$ cat src/rtl/shifter_pkg.sv
// Shared shift operation codes and result flag bundle for the shifter datapath.
package shifter_pkg;

    typedef enum logic [1:0] {
        LSL = 2'b00,
        LSR = 2'b01,
        ASR = 2'b10,
        ROR = 2'b11
    } shift_op_t;

    typedef struct packed {
        logic zero;
        logic neg;
        logic carry;
    } shift_flags_t;

endpackage

$ cat src/rtl/shift_pipe_reg.sv
// One valid/ready pipeline register with synchronous flush.
// A transfer happens only on a cycle where valid and ready are both high; reset beats flush beats transfers.
module shift_pipe_reg #(
    parameter int W = 8
) (
    input  logic         clk,
    input  logic         reset,
    input  logic         flush,
    input  logic         in_valid,
    output logic         in_ready,
    input  logic [W-1:0] in_data,
    output logic         out_valid,
    input  logic         out_ready,
    output logic [W-1:0] out_data
);

    logic         valid;
    logic [W-1:0] data;

    assign in_ready  = !reset && !flush && (!valid || out_ready);
    assign out_valid = valid;
    assign out_data  = data;

    always_ff @(posedge clk) begin
        if (reset) begin
            valid <= 1'b0;
            data  <= '0;
        end else if (flush) begin
            valid <= 1'b0;
        end else begin
            if (!valid || out_ready) begin
                valid <= in_valid;
            end
            if (in_valid && in_ready) begin
                data <= in_data;
            end
        end
    end

endmodule

$ cat src/rtl/shift_pipe.sv
// Two-stage barrel shifter: stage 1 saturates and coarse-shifts, stage 2 fine-shifts and sets flags.
// Define SHIFT_PIPE_CARRY_EN to build the carry flag; otherwise out_carry is tied to 0.
module shift_pipe
    import shifter_pkg::*;
#(
    parameter int WIDTH   = 16,
    parameter int SHAMT_W = 8,
    parameter int TAG_W   = 4
) (
    input  logic               clk,
    input  logic               reset,
    input  logic               flush,
    input  logic               in_valid,
    output logic               in_ready,
    input  logic [WIDTH-1:0]   in_data,
    input  logic [SHAMT_W-1:0] in_shamt,
    input  logic [1:0]         in_op,
    input  logic [TAG_W-1:0]   in_tag,
    output logic               out_valid,
    input  logic               out_ready,
    output logic [WIDTH-1:0]   out_data,
    output logic [TAG_W-1:0]   out_tag,
    output logic               out_zero,
    output logic               out_neg,
    output logic               out_carry
);

    localparam int LOG    = $clog2(WIDTH);
    localparam int FINE_W = LOG / 2;
`ifdef SHIFT_PIPE_CARRY_EN
    localparam int CARRY_W = 1;
`else
    localparam int CARRY_W = 0;
`endif
    localparam int S1_W = WIDTH + 2 + FINE_W + TAG_W + CARRY_W;
    localparam int S2_W = WIDTH + TAG_W + 2 + CARRY_W;

    shift_op_t                op_in;
    logic                     sat;
    logic [LOG-1:0]           coarse;
    logic [2*WIDTH-1:0]       rot_c;
    logic signed [WIDTH-1:0]  asr_c;
    logic [WIDTH-1:0]         c1_data;
    logic [FINE_W-1:0]        c1_fine;
    logic [S1_W-1:0]          s1_in;
    logic [S1_W-1:0]          s1_out;
    logic                     s1_valid;
    logic                     s2_in_ready;

    assign op_in = shift_op_t'(in_op);

    // Saturated LSL/LSR/ASR leave nothing for the fine stage; ROR just wraps.
    always_comb begin
        sat     = |in_shamt[SHAMT_W-1:LOG];
        coarse  = {in_shamt[LOG-1:FINE_W], {FINE_W{1'b0}}};
        rot_c   = {in_data, in_data} >> coarse;
        asr_c   = $signed(in_data) >>> coarse;
        c1_fine = in_shamt[FINE_W-1:0];
        c1_data = in_data;
        case (op_in)
            LSL:     c1_data = sat ? '0 : (in_data << coarse);
            LSR:     c1_data = sat ? '0 : (in_data >> coarse);
            ASR:     c1_data = sat ? {WIDTH{in_data[WIDTH-1]}} : asr_c;
            default: c1_data = rot_c[WIDTH-1:0];
        endcase
        if (sat && op_in != ROR) begin
            c1_fine = '0;
        end
    end

`ifdef SHIFT_PIPE_CARRY_EN
    logic [WIDTH:0]          lsl_x;
    logic [WIDTH:0]          lsr_x;
    logic signed [WIDTH:0]   asr_x;
    logic [2*WIDTH-1:0]      rot_x;
    logic                    c1_carry;

    // A guard bit beside the operand catches the last bit shifted out over the full amount.
    always_comb begin
        lsl_x = {1'b0, in_data} << in_shamt;
        lsr_x = {in_data, 1'b0} >> in_shamt;
        asr_x = $signed({in_data, 1'b0}) >>> in_shamt;
        rot_x = {in_data, in_data} >> in_shamt[LOG-1:0];
        case (op_in)
            LSL:     c1_carry = lsl_x[WIDTH];
            LSR:     c1_carry = lsr_x[0];
            ASR:     c1_carry = asr_x[0];
            default: c1_carry = (|in_shamt) & rot_x[WIDTH-1];
        endcase
    end

    assign s1_in = {c1_carry, c1_data, in_op, c1_fine, in_tag};
`else
    assign s1_in = {c1_data, in_op, c1_fine, in_tag};
`endif

    shift_pipe_reg #(.W(S1_W)) u_stage1 (
        .clk       (clk),
        .reset     (reset),
        .flush     (flush),
        .in_valid  (in_valid),
        .in_ready  (in_ready),
        .in_data   (s1_in),
        .out_valid (s1_valid),
        .out_ready (s2_in_ready),
        .out_data  (s1_out)
    );

    logic [WIDTH-1:0]        s1_data;
    shift_op_t               s1_op;
    logic [FINE_W-1:0]       s1_fine;
    logic [TAG_W-1:0]        s1_tag;
    logic [2*WIDTH-1:0]      rot_f;
    logic signed [WIDTH-1:0] asr_f;
    logic [WIDTH-1:0]        c2_data;
    shift_flags_t            c2_flags;
    logic [S2_W-1:0]         s2_in;
    logic [S2_W-1:0]         s2_out;
    shift_flags_t            s2_flags;

    assign s1_tag  = s1_out[TAG_W-1:0];
    assign s1_fine = s1_out[TAG_W +: FINE_W];
    assign s1_op   = shift_op_t'(s1_out[TAG_W+FINE_W +: 2]);
    assign s1_data = s1_out[TAG_W+FINE_W+2 +: WIDTH];

    always_comb begin
        rot_f = {s1_data, s1_data} >> s1_fine;
        asr_f = $signed(s1_data) >>> s1_fine;
        case (s1_op)
            LSL:     c2_data = s1_data << s1_fine;
            LSR:     c2_data = s1_data >> s1_fine;
            ASR:     c2_data = asr_f;
            default: c2_data = rot_f[WIDTH-1:0];
        endcase
        c2_flags.zero  = (c2_data == '0);
        c2_flags.neg   = c2_data[WIDTH-1];
`ifdef SHIFT_PIPE_CARRY_EN
        c2_flags.carry = s1_out[S1_W-1];
`else
        c2_flags.carry = 1'b0;
`endif
    end

`ifdef SHIFT_PIPE_CARRY_EN
    assign s2_in = {c2_flags.carry, c2_flags.zero, c2_flags.neg, s1_tag, c2_data};
`else
    assign s2_in = {c2_flags.zero, c2_flags.neg, s1_tag, c2_data};
`endif

    shift_pipe_reg #(.W(S2_W)) u_stage2 (
        .clk       (clk),
        .reset     (reset),
        .flush     (flush),
        .in_valid  (s1_valid),
        .in_ready  (s2_in_ready),
        .in_data   (s2_in),
        .out_valid (out_valid),
        .out_ready (out_ready),
        .out_data  (s2_out)
    );

    assign s2_flags.neg  = s2_out[WIDTH+TAG_W];
    assign s2_flags.zero = s2_out[WIDTH+TAG_W+1];
`ifdef SHIFT_PIPE_CARRY_EN
    assign s2_flags.carry = s2_out[S2_W-1];
`else
    assign s2_flags.carry = 1'b0;
`endif

    assign out_data  = s2_out[WIDTH-1:0];
    assign out_tag   = s2_out[WIDTH +: TAG_W];
    assign out_zero  = s2_flags.zero;
    assign out_neg   = s2_flags.neg;
    assign out_carry = s2_flags.carry;

endmodule
$ cat config.mk
export PLATFORM = sky130hd
export DESIGN_NAME = shift_pipe
export DESIGN_NICKNAME = d
export VERILOG_FILES = /design/src/rtl/shifter_pkg.sv /design/src/rtl/shift_pipe_reg.sv /design/src/rtl/shift_pipe.sv
export SDC_FILE = /design/constraint.sdc
export NUM_CORES = 1
export LEC_CHECK = 0
export ABC_AREA = 1
export CORE_ASPECT_RATIO = 2
export CORE_MARGIN = 4
export CORE_UTILIZATION = 45
export DETAILED_ROUTE_END_ITERATION = 8
export PLACE_DENSITY_LB_ADDON = 0.15
export SLEW_MARGIN = 30
export SYNTH_ARGS = -nofsm -noshare
export SYNTH_HDL_FRONTEND = slang
export SYNTH_SLANG_ARGS = --single-unit
$ cat constraint.sdc
create_clock -name clk -period 3.5 [get_ports clk]
set_input_delay 0.525 -clock clk [delete_from_list [all_inputs] [get_ports clk]]
set_output_delay 0.525 -clock clk [all_outputs]
set_load 0.005 [all_outputs]
---- Word level (Yosys, flattened, before mapping) ----
Cells that the tools add are included.
word-level totals
  word-level logic and storage cells ...... 43
  input bits .............................. 35
  flip-flop bits (word level) ............. 48
  output and inout port bits .............. 25
operators by class
  bitwise gates (word level) .............. 1
  reductions and logical operators ........ 19
  shifts and indexed selects .............. 8
  equality and inequality tests ........... 5
  multiplexer cells ....................... 6
operators by type and width
  operator                                                                number
  16-bit one-hot mux with 3 select lines                                  2
  16-bit 2-to-1 mux                                                       3
  32-bit by 2-bit >> shifter with 16-bit output                           1
  32-bit by 4-bit >> shifter with 16-bit output                           1
  16-bit logical NOT                                                      1
  16-bit by 2-bit << shifter with 16-bit output                           1
  16-bit by 4-bit << shifter with 16-bit output                           1
  16-bit by 2-bit >> shifter with 16-bit output                           1
  16-bit by 4-bit >> shifter with 16-bit output                           1
  16-bit by 2-bit >>> shifter with 16-bit output                          1
  16-bit by 4-bit >>> shifter with 16-bit output                          1
  1-bit logical AND                                                       6
  2-bit by 1-bit equality test with 1-bit output (second input constant)  2
  2-bit equality test (second input constant)                             2
  1-bit logical NOT                                                       4
  2-bit logical NOT                                                       2
  2-bit AND reduction                                                     2
  4-bit OR reduction                                                      1
  1-bit logical OR                                                        2
  2-bit 2-to-1 mux                                                        1
  2-bit != test (second input constant)                                   1
  2-bit OR reduction                                                      1
  1-bit NOT                                                               1

---- Logic depth before layout (Yosys ltp) ----
Gate-level depths: netlist of run 1.
  word-level depth ........................ 7
  gate-level depth with buffers ........... 14
  mapped depth without buffers ............ 13

---- Modules after synthesis ----
Synthesis of run 1 repeated with hierarchy kept, for this count alone.
second synthesis, totals
  cells, all modules ...................... 873
  area, all modules ....................... 4604.4 um2
by module, submodules not included
  module                      times used  area each (um2)  cells an instance
  shift_pipe                  1           2099.5           464
  shift_pipe_reg at u_stage1  1           1301.2           213
  shift_pipe_reg at u_stage2  1           1203.7           196

---- Worst setup path after synthesis of run 1 ----
Ideal clock, no wire load.
  path kind ............................... input to register
  start point ............................. input port reset
  end point ............................... register u_stage1.data[21], in the netlist u_stage1.out_data[21]
  data arrival time ....................... 1.464 ns
  stages on the path ...................... 12
  setup time .............................. 0.116 ns
  path slack .............................. 1.920 ns
  buffers on the path ..................... 2
  cells stage by stage .................... buf_6 nor2_4 nand2_1 nand2_1 inv_2 nor2_4 nand2_2 clkinv_2 buf_6 o211ai_1 o211ai_1 inv_1
on the way
  word-level cells in the longest chain between the ends .. 7
ends and longest elaborated chain
  item                                      RTL line              text
  start: declaration                        shift_pipe.sv:11      input logic reset,
  1-bit logical NOT (*)                     shift_pipe_reg.sv:20  assign in_ready = !reset && !flush && (!valid || out_ready);
  1-bit logical AND (*)                     shift_pipe_reg.sv:20
  1-bit logical AND                         shift_pipe_reg.sv:20
  1-bit logical OR                          shift_pipe_reg.sv:20
  1-bit logical AND (*)                     shift_pipe_reg.sv:20
  net in_ready                              shift_pipe.sv:14      output logic in_ready,
  1-bit logical AND (*)                     shift_pipe_reg.sv:34  if (in_valid && in_ready) begin
  2-bit AND reduction (no source line) (*)  n/a
  end signal: assignment                    shift_pipe_reg.sv:35  data <= in_data;
  end: declaration                          shift_pipe_reg.sv:18  logic [W-1:0] data;
Mark *: on every way through the listed nets, which the timed path passes. The rest lies on a longest branch.
A chain may end at the register's enable or synchronous reset.

---- Final worst setup path of run 1 ----
  start point ............................. input port flush
  end point ............................... output port in_ready
on the way
  word-level cells in the longest chain between the ends .. 5
ends and longest elaborated chain
  item                   RTL line              text
  start: declaration     shift_pipe.sv:12      input logic flush,
  1-bit logical NOT (*)  shift_pipe_reg.sv:20
  1-bit logical AND (*)  shift_pipe_reg.sv:20
  1-bit logical AND      shift_pipe_reg.sv:20
  1-bit logical OR       shift_pipe_reg.sv:20
  1-bit logical AND (*)  shift_pipe_reg.sv:20
  end: declaration       shift_pipe.sv:14
Mark *: on every way between the ends. The rest lies on a longest branch, timed or not.

==> impl_metrics.ini, run 1 <==
[worst_setup_path]
critical_path.max_stage_delay_ns = 0.52
cp_capture_type = primary output
worst-path-stages = 7
path_class = input pin to primary output
critPathRequiredTime_ns = 2.97
critical_path.cell_chain = clkdlybuf4s50_1 > nor2_4 > nand2_1 > nand2_1 > inv_2 > nor2_4 > clkdlybuf4s50_1
cp_max_fo = 3
regToRegStartpoint = u_stage1.out_data[4]
worst_reg2reg_path_length_in_cells = 10
worst_path_dominant_cell_family = buffers and inverters
critical_path_buf_inv_count = 3
timing.critical_path.slowest_stage_cell = sky130_fd_sc_hd__clkdlybuf4s50_1
rr_endpoint = u_stage2.out_data[21]
critical_path.startpoint_type = input pin
crit_arrival_ns = 1.87
reg2reg_setup_slack_ns = 1.47

[route]
route.vias.total = 4298
drtAntennaViolNets = 0
drc = 0
routed_via_density = 5.393
drtPass1Iterations = 7
drt_wl_total_um = 11380
dr.first_iter.drc_count = 306
detail_route.wl_per_cell_um = 14.27

[clock_network]
insertion_delay_ns = 0.30
root_buffer = sky130_fd_sc_hd__clkbuf_16
postCtsSetupRepairBufs = 0
cts_buffer_depth = 2
clock_net_sink_count = 47
cts_hold_buffers = 0
number_of_buffers_created_by_cts = 5
cts_max_level = 2
cts_tree = built
postCtsResizedCells = 0
cts.reportedPaths.clkPinSlew_ns = 0.07

[power_and_ir_drop]
share_seq_of_total_power_pct = 39.3
cell_internal_pwr_mw = 1.012
vdd_ir_drop_max_uv = 196.1
pwr-share-comb_pct = 22.8
clock_power_share_pct = 37.9
p_switching_mw = 0.4291
power_switching_share_pct = 29.77
finalPower_mw = 1.441
power_leakage_nw = 2.142
p_per_area_nw_per_um2 = 322.1

[sta]
hold_viol = 0
timing.final.crit_share_pct = 68.54
slew_headroom_pct = 57.58
tns_ns = 0
report.final.slew_viol_count = 0
unrepaired_setup_endpoints_after_global_routing = false
post_layout_minimum_cycle_time_ns = 2.399
report.final.setup_viol = 0
fin_worst_skew_ns = 0.007061
final.setup.worst_slack_ns = 1.101
fmaxAchievable_ghz = 0.4168
tightestPinTransition_ns = 0.6355

[run]
cap_viol_max_count = 0

[final_layout]
drive_gt1_share_pct = 6.152
synthToLayoutAreaGrowth_pct = 17.94
num-fill-cells = 874
multi_input_comb_area_um2 = 2325
antennaDiodeCount = 0
finish.net_count = 733
final-seq-area_um2 = 940.9

[floorplan]
die_area_um2 = 10050
io_pins = 60
rows = 47
initial_utilization_pct = 46.08
placeableCoreArea_um2 = 8233
die_width_um = 72.93
dieHeight_um = 137.9

[synthesis]
syn_inst = 663
netlist-cell-type-count = 36
post_synth_instance_area_um2 = 3794
syn-mean-instance-area_um2 = 5.722
yosys_warnings = 0
synth_fp_nets = 698
synth_sequential_area_ratio_pct = 24.80
postSynthRegisterBits = 47
synth_largest_type_area_fraction_pct = 24.80
synth.top_cells.by_area = sky130_fd_sc_hd__dfxtp_1, sky130_fd_sc_hd__nand2_1, sky130_fd_sc_hd__nand3_1
async_flop_share_pct = 0
yosys_most_used_dff = sky130_fd_sc_hd__dfxtp_1
synth_edf_count = 0
synth.largest_area_cell = sky130_fd_sc_hd__dfxtp_1

[min_path]
hold_depth = 2
hold_path_startpoint = u_stage2.out_data[17]
timing.hold.worst_endpoint = u_stage2.out_data[17]
hold_class = register to register

[placement]
place_congestion = 0.9847
pre_cts_slack_ns = 0.8578
place_hpwl_um = 9257
port_buffers = 58

[run_status]
outcome = complete, no violations

[global_routing]
grt.overflow.total = 0
grt_pass1_wl_um = 18230
grt_max_degree = 35
grt_antenna_before_repair = 0
grt_util_all_layers_pct = 23.44
first_global_vias = 3893
==> tightest hold or removal path, cell delays in order (launching register included) <==
cell,delay [ns]
sky130_fd_sc_hd__dfxtp_1,0.31
sky130_fd_sc_hd__inv_1,0.05
sky130_fd_sc_hd__a21oi_1,0.05
==> placed cells by master, fill, tap and decap left out, types with 4 or more instances in the layout <==
cell type and count:
sky130_fd_sc_hd__a21oi_1 46, sky130_fd_sc_hd__a31oi_1 7, sky130_fd_sc_hd__buf_4 6, sky130_fd_sc_hd__clkbuf_16 5, sky130_fd_sc_hd__clkdlybuf4s50_1 58, sky130_fd_sc_hd__dfxtp_1 47, sky130_fd_sc_hd__inv_1 69, sky130_fd_sc_hd__inv_2 4
sky130_fd_sc_hd__nand2_1 214, sky130_fd_sc_hd__nand2_2 9, sky130_fd_sc_hd__nand2_4 4, sky130_fd_sc_hd__nand3_1 75, sky130_fd_sc_hd__nor2_1 53, sky130_fd_sc_hd__o211ai_1 8, sky130_fd_sc_hd__o21ai_0 57, sky130_fd_sc_hd__o21ai_1 6
==> power groups by stage <==
stage	registers (mW)	logic [mW]	clock network, mW
global route	0.569	0.368	0.568
global placement	0.578	0.326	0
floorplan	0.574	0.230	0
CTS	0.567	0.328	0.555
finish	0.566	0.329	0.546
detailed placement	0.579	0.327	0
==> Yosys cell counts, types with 2 or more instances <==
library cell and n:
sky130_fd_sc_hd__clkbuf_1 13, sky130_fd_sc_hd__nand2_2 9, sky130_fd_sc_hd__nor2_4 3, sky130_fd_sc_hd__a211oi_1 3
sky130_fd_sc_hd__nand2_1 214, sky130_fd_sc_hd__o21ai_0 57, sky130_fd_sc_hd__o21ai_1 6, sky130_fd_sc_hd__nor2_2 2
sky130_fd_sc_hd__nor2_1 53, sky130_fd_sc_hd__nand2_4 4, sky130_fd_sc_hd__nand3_2 2, sky130_fd_sc_hd__buf_6 7
sky130_fd_sc_hd__a21o_1 2, sky130_fd_sc_hd__nand4_1 3, sky130_fd_sc_hd__inv_1 69, sky130_fd_sc_hd__dfxtp_1 47
sky130_fd_sc_hd__buf_2 8, sky130_fd_sc_hd__nand3_1 75, sky130_fd_sc_hd__o211ai_1 8, sky130_fd_sc_hd__buf_4 6
sky130_fd_sc_hd__inv_2 4, sky130_fd_sc_hd__a31oi_1 7, sky130_fd_sc_hd__o21a_1 2, sky130_fd_sc_hd__a21oi_2 2
sky130_fd_sc_hd__a21oi_1 46
==> per-layer routing <==
metal	global-route usage (%)	share of wire [%]	up-vias
li1	-	-	2200
met1	20.73	33	1928
met2	46.78	57	128
met3	2.467	3.4	42
met4	16.02	6.5	0
met5	0	0	-
==> how the worst max path moves through the flow <==
stage / slack [ns] / start / endpoint
after global placement: 0.80 / in_shamt[3] / u_stage1.out_data[19]
after global routing: 0.92 / in_shamt[3] / u_stage1.out_data[19]
final: 1.10 / flush / in_ready
after detailed placement: 0.86 / in_shamt[3] / u_stage1.out_data[14]
after floorplan: 1.92 / reset / u_stage1.out_data[21]
after CTS: 1.09 / flush / in_ready
==> flip-flops by register name (all words and copies together) (netlist names) <==
| signal | flops |
|---|---|
| u_stage1.out_valid | 1 |
| u_stage2.out_data | 21 |
| u_stage1.out_data | 24 |
| u_stage2.out_valid | 1 |
==> area by class of cell <==
| cell class | count | share of cell area (%) |
|---|---|---|
| Tap cell | 98 | 2.741 |
| Multi-Input combinational cell | 504 | 51.96 |
| Clock buffer | 5 | 2.796 |
| Sequential cell | 47 | 21.03 |
| Clock inverter | 3 | 0.9787 |
| Inverter | 76 | 6.516 |
| Timing Repair Buffer | 64 | 13.98 |
==> cell families (layout without fill, tap and decap cells) <==
group,after synthesis,in the layout,share of synthesized area [%]
flops,47,47,24.80
buf+inv,112,148,13.92
compound gates,137,137,19.79
other cells,1,1,0.09885
simple gates,366,366,41.39
==> metrics by stage <==
stage                     hold WS [ns]  utilization (%)  std cells  area [um2]
after global routing            0.4801            54.35        797        4474
final                           0.4486            54.35        797        4474
after global placement          0.4350            52.29        789        4305
after CTS                       0.4540            54.35        797        4474
after detailed placement        0.4437            52.29        789        4305
after floorplan                 0.4402                -        663        3794
Power figures use the tool's default switching activity.
==> run 2, diff against run 1 <==
==> constraint.sdc (replaced) <==
create_clock -name clk -period 2.1 [get_ports clk]
set_input_delay 0.315 -clock clk [delete_from_list [all_inputs] [get_ports clk]]
set_output_delay 0.315 -clock clk [all_outputs]
set_load 0.005 [all_outputs]
==> run 2 against run 1 <==
  * Sequential cell count unchanged
  * Sequential power increased by 66%
  * First-iteration DRC count decreased by 0.65%
  * Power increased by 60%
  * Clock power increased by 42%
  * Routed wire length increased by 2.0%
  * Sequential share of layout area decreased by 0.92 points
  * Final cell count increased by 3.4%
  * Setup slack got worse by 0.98 ns
  * Critical endpoint unchanged
==> impl_metrics.ini, run 2 (same netlist as run 1, synthesis figures left out) <==
[run_status]
outcome = complete, no violations

[final_layout]
finish.net_count = 760
final-instance-count-excl-fill = 824
drive_gt1_share_pct = 9.642
num-fill-cells = 857
layout_common_cells = sky130_fd_sc_hd__nand2_1, sky130_fd_sc_hd__nand3_1, sky130_fd_sc_hd__inv_1
multi_input_comb_area_um2 = 2325
number_of_flip_flops_in_the_largest_register = 24
final_core_utilization_pct = 56.82
synthToLayoutAreaGrowth_pct = 23.32
area_of_all_placed_cells_without_fillers_um2 = 4678
layout_commonest_cell = sky130_fd_sc_hd__nand2_1
antennaDiodeCount = 0
final-seq-area_um2 = 940.9

[power_and_ir_drop]
p_per_area_nw_per_um2 = 493.7
power_leakage_nw = 2.262
clock_power_share_pct = 33.6
pwr-share-comb_pct = 25.6
vdd_ir_drop_max_uv = 297.1
power_switching_share_pct = 30.79
p_switching_mw = 0.7113
share_seq_of_total_power_pct = 40.8
finalPower_mw = 2.310
cell_internal_pwr_mw = 1.599

[clock_network]
cts.reportedPaths.clkPinSlew_ns = 0.06
cts_tree = built
cts_hold_buffers = 0
cts_buffer_depth = 2
clock_net_sink_count = 47
cts_max_level = 2
postCtsResizedCells = 0
root_buffer = sky130_fd_sc_hd__clkbuf_16
insertion_delay_ns = 0.29
number_of_buffers_created_by_cts = 5
postCtsSetupRepairBufs = 0

[route]
drc = 0
routed_via_density = 5.245
dr.first_iter.drc_count = 304
detail_route.wl_per_cell_um = 14.08
route.vias.total = 4322
drtAntennaViolNets = 0
drt_wl_total_um = 11610
drtPass1Iterations = 5

[global_routing]
first_global_vias = 4157
grt_util_all_layers_pct = 24.05
grt_antenna_before_repair = 0
grt_max_degree = 34
grt_pass1_wl_um = 18890
grt.overflow.total = 0

[sta]
hold_viol = 0
fin_worst_skew_ns = 0.004894
report.final.slew_viol_count = 0
tns_ns = 0
fmaxAchievable_ghz = 0.5064
report.final.setup_viol = 0
unrepaired_setup_endpoints_after_global_routing = false
slew_headroom_pct = 57.41
timing.final.crit_share_pct = 94.04
tightestPinTransition_ns = 0.6381
post_layout_minimum_cycle_time_ns = 1.975
final.setup.worst_slack_ns = 0.1252
fin_hold_ws_ns = 0.4485

[run]
cap_viol_max_count = 0

[floorplan]
dieHeight_um = 137.9
initial_utilization_pct = 46.08
placeableCoreArea_um2 = 8233
rows = 47
io_pins = 60
die_area_um2 = 10050
die_width_um = 72.93

[placement]
place_congestion = 0.9445
placedCellCount = 816
pre_cts_slack_ns = 0.0001670
port_buffers = 58
dpl-instance-area_um2 = 4533
place_hpwl_um = 9580

[worst_setup_path]
cp_capture_type = primary output
regToRegStartpoint = u_stage1.out_data[4]
path_class = input pin to primary output
reg2reg_setup_slack_ns = 0.30
worst_reg2reg_path_length_in_cells = 10
crit_arrival_ns = 1.66
cp_max_fo = 3
rr_endpoint = u_stage2.out_data[21]
critical_path.startpoint_type = input pin
critPathRequiredTime_ns = 1.78

[min_path]
hold_path_startpoint = u_stage2.out_data[17]
timing.hold.worst_endpoint = u_stage2.out_data[17]
hold_class = register to register
hold_depth = 2
-- run 2: changes by cell type in the layout (fill, tap and decap cells not counted), sizes merged --
cell	change
buf	+27
clkinvlp	+2
bufinv	-1
clkinv	-1
-- run 2: per-layer routing --
layer,vias to the layer above,part of all wire (%),GRT usage (%)
met5,-,0,0
met4,0,6.9,16.74
met3,43,2.8,2.467
met2,117,57,48.34
met1,1905,33,20.88
li1,2257,-,-
-- run 2: final cells by class --
class                           count  area share, %
Multi-Input combinational cell    504          49.69
Clock buffer                        5          2.675
Sequential cell                    47          20.11
Inverter                           76          6.232
Tap cell                           98          2.621
Timing Repair Buffer               91          18.24
Clock inverter                      3         0.4279
-- run 2: worst max-delay path by stage --
stage                             to  slack, ns  depth (start not counted)               start
2_1_floorplan  u_stage1.out_data[21]       0.71                         12  u_stage2.out_valid
3_3_place_gp    u_stage1.out_data[9]      0.003                         10         in_shamt[2]
3_5_place_dp    u_stage1.out_data[9]     0.0002                         10         in_shamt[2]
4_1_cts                     in_ready       0.11                          7               reset
5_1_grt                     in_ready       0.06                          7               flush
6_report                    in_ready       0.13                          7               flush
-- run 2: worst max-delay path: stages --
cell	delay [ns]
sky130_fd_sc_hd__clkdlybuf4s50_1	0.45
sky130_fd_sc_hd__nor2_4	0.13
sky130_fd_sc_hd__nand2_1	0.06
sky130_fd_sc_hd__nand2_1	0.07
sky130_fd_sc_hd__inv_2	0.05
sky130_fd_sc_hd__nor2_4	0.08
sky130_fd_sc_hd__clkdlybuf4s50_1	0.50
-- run 2: power by group through the flow --
stage	clock, mW	combinational (mW)	sequential, mW
floorplan	0	0.383	0.956
global placement	0	0.584	0.961
detailed placement	0	0.590	0.962
CTS	0.804	0.592	0.942
global route	0.824	0.664	0.944
finish	0.777	0.591	0.942
==> run 3, diff against run 2 <==
--- a/config.mk
+++ b/config.mk
@@ -6,6 +6,7 @@
 export NUM_CORES = 1
 export LEC_CHECK = 0
 export ABC_AREA = 1
+export CAP_MARGIN = 20
 export CORE_ASPECT_RATIO = 2
 export CORE_MARGIN = 4
 export CORE_UTILIZATION = 45
==> results of run 3 <==
Same layout as run 2: the final DEF is identical, and so are final timing and power.
